## src/rtl/bcd_step_counter.sv

```systemverilog
// Multi-digit BCD up/down step counter with programmable modulo wrap.
// Drives registered active-low 7-segment outputs and a one-cycle wrap pulse.
module bcd_step_counter #(
  parameter int unsigned DIGITS        = 2,
  parameter int unsigned MAX_COUNT     = 99,
  parameter bit          BLANK_LEADING = 1'b0
) (
  input  logic                  clock,
  input  logic                  reset,
  input  logic                  step,
  input  logic                  down,
  input  logic                  clear,
  output logic [4*DIGITS-1:0]   bcd,
  output logic [7*DIGITS-1:0]   hex,
  output logic                  wrap
);

  localparam int unsigned BW    = 4 * DIGITS;
  localparam int unsigned HW    = 7 * DIGITS;
  localparam int unsigned LIMIT = (10 ** DIGITS) - 1;

  if ((DIGITS < 1) || (DIGITS > 4) || (MAX_COUNT < 1) || (MAX_COUNT > LIMIT)) begin : g_bad_cfg
    $error("bcd_step_counter: illegal DIGITS/MAX_COUNT configuration");
  end

  function automatic logic [BW-1:0] to_bcd(input int unsigned v);
    int unsigned r;
    r      = v;
    to_bcd = '0;
    for (int unsigned i = 0; i < DIGITS; i++) begin
      to_bcd[4*i +: 4] = 4'(r % 10);
      r                = r / 10;
    end
  endfunction

  function automatic logic [HW-1:0] hex_reset();
    hex_reset = '0;
    for (int unsigned i = 0; i < DIGITS; i++) begin
      hex_reset[7*i +: 7] = (BLANK_LEADING && (i != 0)) ? 7'b1111111 : 7'b1000000;
    end
  endfunction

  // Active-low segments, bit0 = a ... bit6 = g.
  function automatic logic [6:0] seg7(input logic [3:0] d);
    case (d)
      4'd0:    seg7 = 7'b1000000;
      4'd1:    seg7 = 7'b1111001;
      4'd2:    seg7 = 7'b0100100;
      4'd3:    seg7 = 7'b0110000;
      4'd4:    seg7 = 7'b0011001;
      4'd5:    seg7 = 7'b0010010;
      4'd6:    seg7 = 7'b0000010;
      4'd7:    seg7 = 7'b1111000;
      4'd8:    seg7 = 7'b0000000;
      4'd9:    seg7 = 7'b0010000;
      default: seg7 = 7'b1111111;
    endcase
  endfunction

  localparam logic [BW-1:0] MAX_BCD = to_bcd(MAX_COUNT);
  localparam logic [HW-1:0] HEX_RST = hex_reset();

  logic [BW-1:0] bcd_inc;
  logic [BW-1:0] bcd_dec;
  logic [BW-1:0] bcd_nxt;
  logic [HW-1:0] hex_nxt;
  logic          wrap_nxt;
  logic          carry;
  logic          borrow;
  logic          upper_zero;
  logic [3:0]    nib;

  // Ripple increment and decrement directly on the BCD digits.
  always_comb begin
    bcd_inc = bcd;
    bcd_dec = bcd;
    carry   = 1'b1;
    borrow  = 1'b1;
    nib     = 4'd0;
    for (int unsigned i = 0; i < DIGITS; i++) begin
      nib = bcd[4*i +: 4];
      if (carry) begin
        if (nib == 4'd9) begin
          bcd_inc[4*i +: 4] = 4'd0;
        end else begin
          bcd_inc[4*i +: 4] = nib + 4'd1;
          carry             = 1'b0;
        end
      end
      if (borrow) begin
        if (nib == 4'd0) begin
          bcd_dec[4*i +: 4] = 4'd9;
        end else begin
          bcd_dec[4*i +: 4] = nib - 4'd1;
          borrow            = 1'b0;
        end
      end
    end
  end

  // clear beats step beats hold; wrap only on a modulo boundary step.
  always_comb begin
    bcd_nxt  = bcd;
    wrap_nxt = 1'b0;
    if (clear) begin
      bcd_nxt = '0;
    end else if (step) begin
      if (down) begin
        if (bcd == '0) begin
          bcd_nxt  = MAX_BCD;
          wrap_nxt = 1'b1;
        end else begin
          bcd_nxt = bcd_dec;
        end
      end else begin
        if (bcd == MAX_BCD) begin
          bcd_nxt  = '0;
          wrap_nxt = 1'b1;
        end else begin
          bcd_nxt = bcd_inc;
        end
      end
    end
  end

  // Decode from the top digit down so leading-zero status accumulates.
  always_comb begin
    hex_nxt    = '0;
    upper_zero = 1'b1;
    for (int i = int'(DIGITS) - 1; i >= 0; i--) begin
      upper_zero = upper_zero && (bcd[4*i +: 4] == 4'd0);
      if (BLANK_LEADING && (i != 0) && upper_zero) begin
        hex_nxt[7*i +: 7] = 7'b1111111;
      end else begin
        hex_nxt[7*i +: 7] = seg7(bcd[4*i +: 4]);
      end
    end
  end

  always_ff @(posedge clock or negedge reset) begin
    if (!reset) begin
      bcd  <= '0;
      wrap <= 1'b0;
      hex  <= HEX_RST;
    end else begin
      bcd  <= bcd_nxt;
      wrap <= wrap_nxt;
      hex  <= hex_nxt;
    end
  end

endmodule

```

## config.mk

```make
export PLATFORM = sky130hd
export DESIGN_NAME = bcd_step_counter
export DESIGN_NICKNAME = d
export VERILOG_FILES = /design/src/rtl/bcd_step_counter.sv
export SDC_FILE = /design/constraint.sdc
export NUM_CORES = 1
export LEC_CHECK = 0
export ABC_AREA = 1
export BUFFER_PORTS_ARGS = -buffer_cell sky130_fd_sc_hd__buf_2
export CAP_MARGIN = 20
export CELL_PAD_IN_SITES_DETAIL_PLACEMENT = 1
export CELL_PAD_IN_SITES_GLOBAL_PLACEMENT = 2
export CORE_ASPECT_RATIO = 1.25
export CORE_UTILIZATION = 30
export DETAILED_ROUTE_END_ITERATION = 7
export PLACE_DENSITY = 0.82
export SYNTH_ARGS = -nofsm -noshare
export SYNTH_HDL_FRONTEND = slang
export SYNTH_SLANG_ARGS = --single-unit
```

## constraint.sdc

```tcl
create_clock -name clock -period 1.5 [get_ports clock]
set_input_delay 0.225 -clock clock [delete_from_list [all_inputs] [get_ports clock]]
set_output_delay 0.225 -clock clock [all_outputs]
set_load 0.1 [all_outputs]
```

==> out/metrics.csv <==
stage,metric,value,unit
run_status,status,"complete, no violations",
critical_path,cpPeakStageDelay,500,ps
synth,muxShareOfSynthArea,0,
cts,cts.path.max_buffers,2,
timing,finalSetupViolCount,0,
global_route,grt_first_pass_wirelength,5.80,mm
die,die_y,75.4,um
timing,fmax,686,MHz
flow_run,maxCapViolCount,0,
cts,cts.sinks,23,
synth,synth_top_family_by_area,simple AND/OR/NAND/NOR gates,
synth,ys_ff_latch,23,
critical_path,cp.required,1270,ps
synth,synth_top_area_share,0.407,
timing,drv_slew,0,
timing,max-slew-margin-rel,0.646,
cts,clkTransAtPathRegs,90,ps
cts,clk_latency,260,ps
synth,synthTopCellsByArea,"dfrtp_1 41%, ha_1 9.7%, nand2_1 9.6%",
critical_path,crit_chain,buf_2,
critical_path,crit_family,flip-flops,
cts,htree_levels,1,
cts,cts_root_buf,clkbuf_8,
timing,finalHoldViolCount,0,
routing,vias_per_cell,4.90,
global_route,grt_pass1_vias,1238,
global_route,grt_use_total,0.170,
die,dieArea,4570,um^2
placement,place_congestion,0.801,
cts,cts_made_buffers,3,
hold_path,hold_class,input pin to flip-flop,
critical_path,cpMaxStageDelayCell,dfrtp_2,
synth,avgSynthCellArea,8.07,um^2
global_route,antenna_found_initial,0,
die,io_pins,28,
synth,synth_adder_area_share,0.0969,
die,core_area,4100,um^2
final_layout,drive_gt1_frac,0.347,
global_route,grt.met3_usage,0.0255,
synth,netlist_area,1290,um^2
die,core.rowCount,26,
routing,first_pass_iters,3,
synth,synth_top_cell_by_area,dfrtp_1,
routing,ant_nets,0,
routing,vias,1249,
global_route,top_usage_layer,met2,
synth,synth-compound-area-share,0.145,
die,start_util,0.315,
synth,yosys_warnings,0,
synth,synth.yosys.seq_area_share,0.448,
timing,fin_crit,1460,ps
routing,drcViolationCount,0,
critical_path,cp_num_buf_inv,1,
critical_path,cp.arrival,1230,ps
routing,drt-initial-drc-count,21,
routing,wirelength,3.68,mm
timing,finalCritPeriodShare,0.972,
critical_path,path_class,flip-flop to primary output,
placement,dp_worst_setup_slack,-58.5,ps
timing,tightest_slew,532,ps
synth,synth_xor_area_frac,0,
global_route,use_met1,0.217,
synth,synth.net_count,175,
critical_path,start_kind,flip-flop,
critical_path,critPathMaxFanout,13,
critical_path,end_kind,primary output,
synth,synthCells,160,
synth,synth-simple-area-share,0.244,
die,die_w,60.7,um
cts,cts_tree,built,
placement,portBuffers,27,
global_route,grt-ovfl-total,0,
final_layout,finalNetCount,215,
global_route,grt_max_degree,24,
final_layout,syn2layout_area_growth,35.4,%
final_layout,diodes,0,
placement,dpl.hpwl,2.66,mm
timing,clock_skew,3.71,ps
global_route,grtUsageMet2,0.298,
routing,wl_per_cell,14.4,um
synth,ys_types,19,
timing,final.setup.worst_slack,41.5,ps
flip-flops by register name, indices dropped and copies added (netlist names):
name / cells
wrap: 1
bcd: 8
hex: 14
worst reg2reg max path, stage by stage (launching register included):
cell and delay, ps:
dfrtp_4 540, inv_4 90, ha_4 150, ha_1 230, or2_1 230, a21oi_1 130
cell families (layout without fill, tap and decap cells):
logic type               Yosys count  after routing
AND/OR/NAND/NOR                   71             71
AO/OA/AOI/OAI                     34             34
flip-flops                        23             23
buffers and inverters             22             61
adder cells (fa/ha/maj)           10             10
Yosys cell counts (all sizes together):
master  instances
nand3          14
nand2          35
o22ai           2
inv            20
o21ai          19
a21oi           7
dfstp           2
nor2           17
o21a            1
buf             2
nor3            1
ha             10
o211ai          5
nand4           3
dfrtp          21
or2             1
layout make-up:
class	instances	area, um^2
repair buffers	37	215
fillers	514	2350
clock buffers	3	41.3
inverters	20	90.1
clock inverters	1	5.00
well taps	56	70.1
multi-input cells	115	726
flip-flops and latches	23	601
path summary, 6_finish.rpt:
path / startpoint / end / slack [ps] / cells past startpoint
worst max-delay path: bcd[6] / bcd[6] / 40 / 1
worst min-delay path: clear / wrap / 280 / 3
worst max register to register: bcd[0] / bcd[2] / 50 / 5
worst min register to register: bcd[7] / hex[11] / 610 / 1
max in group asynchronous: reset / bcd[0] / 630 / 2
min in group asynchronous: reset / hex[3] / 480 / 2
cells in the final DEF (no fill, tap or decap), drive strengths merged, types with 5 or more instances in the layout:
cell / instances
nand3: 14
ha: 10
inv: 20
buf: 36
o21ai: 19
nand2: 35
nor2: 17
o211ai: 5
dfrtp: 21
a21oi: 7
what timing repair did:
action | in CTS | in global routing
pin swaps | 1 | 4
hold buffers | 1 | 0
gates resized for setup | 2 | 16
setup endpoints to repair | 5 | 6
endpoints found under the hold margin | 21 | 0
cloned | 0 | 0
buffers inserted | 2 | 1
stage by stage:
| stage | hold slack, ps | cell area (um^2) | cells | TNS, ps | util |
|---|---|---|---|---|---|
| floorplan | -70.6 | 1340 | 160 | -77.4 | - |
| global placement | 234 | 1580 | 247 | 0 | 0.386 |
| detailed placement | 240 | 1580 | 247 | -68.5 | 0.386 |
| CTS | 267 | 1660 | 254 | 0 | 0.404 |
| global route | 286 | 1750 | 255 | -46.5 | 0.426 |
| finish | 276 | 1750 | 255 | 0 | 0.426 |
metal layers:
metal  wire length (um)  vias up
met2               1840       27
met5                  0        -
met4                 56        0
met1               1670      608
li1                   -      606
met3                113        8
Power is not shown: default switching activity piles up to over one toggle a cycle in this logic, so the estimate is an artifact.
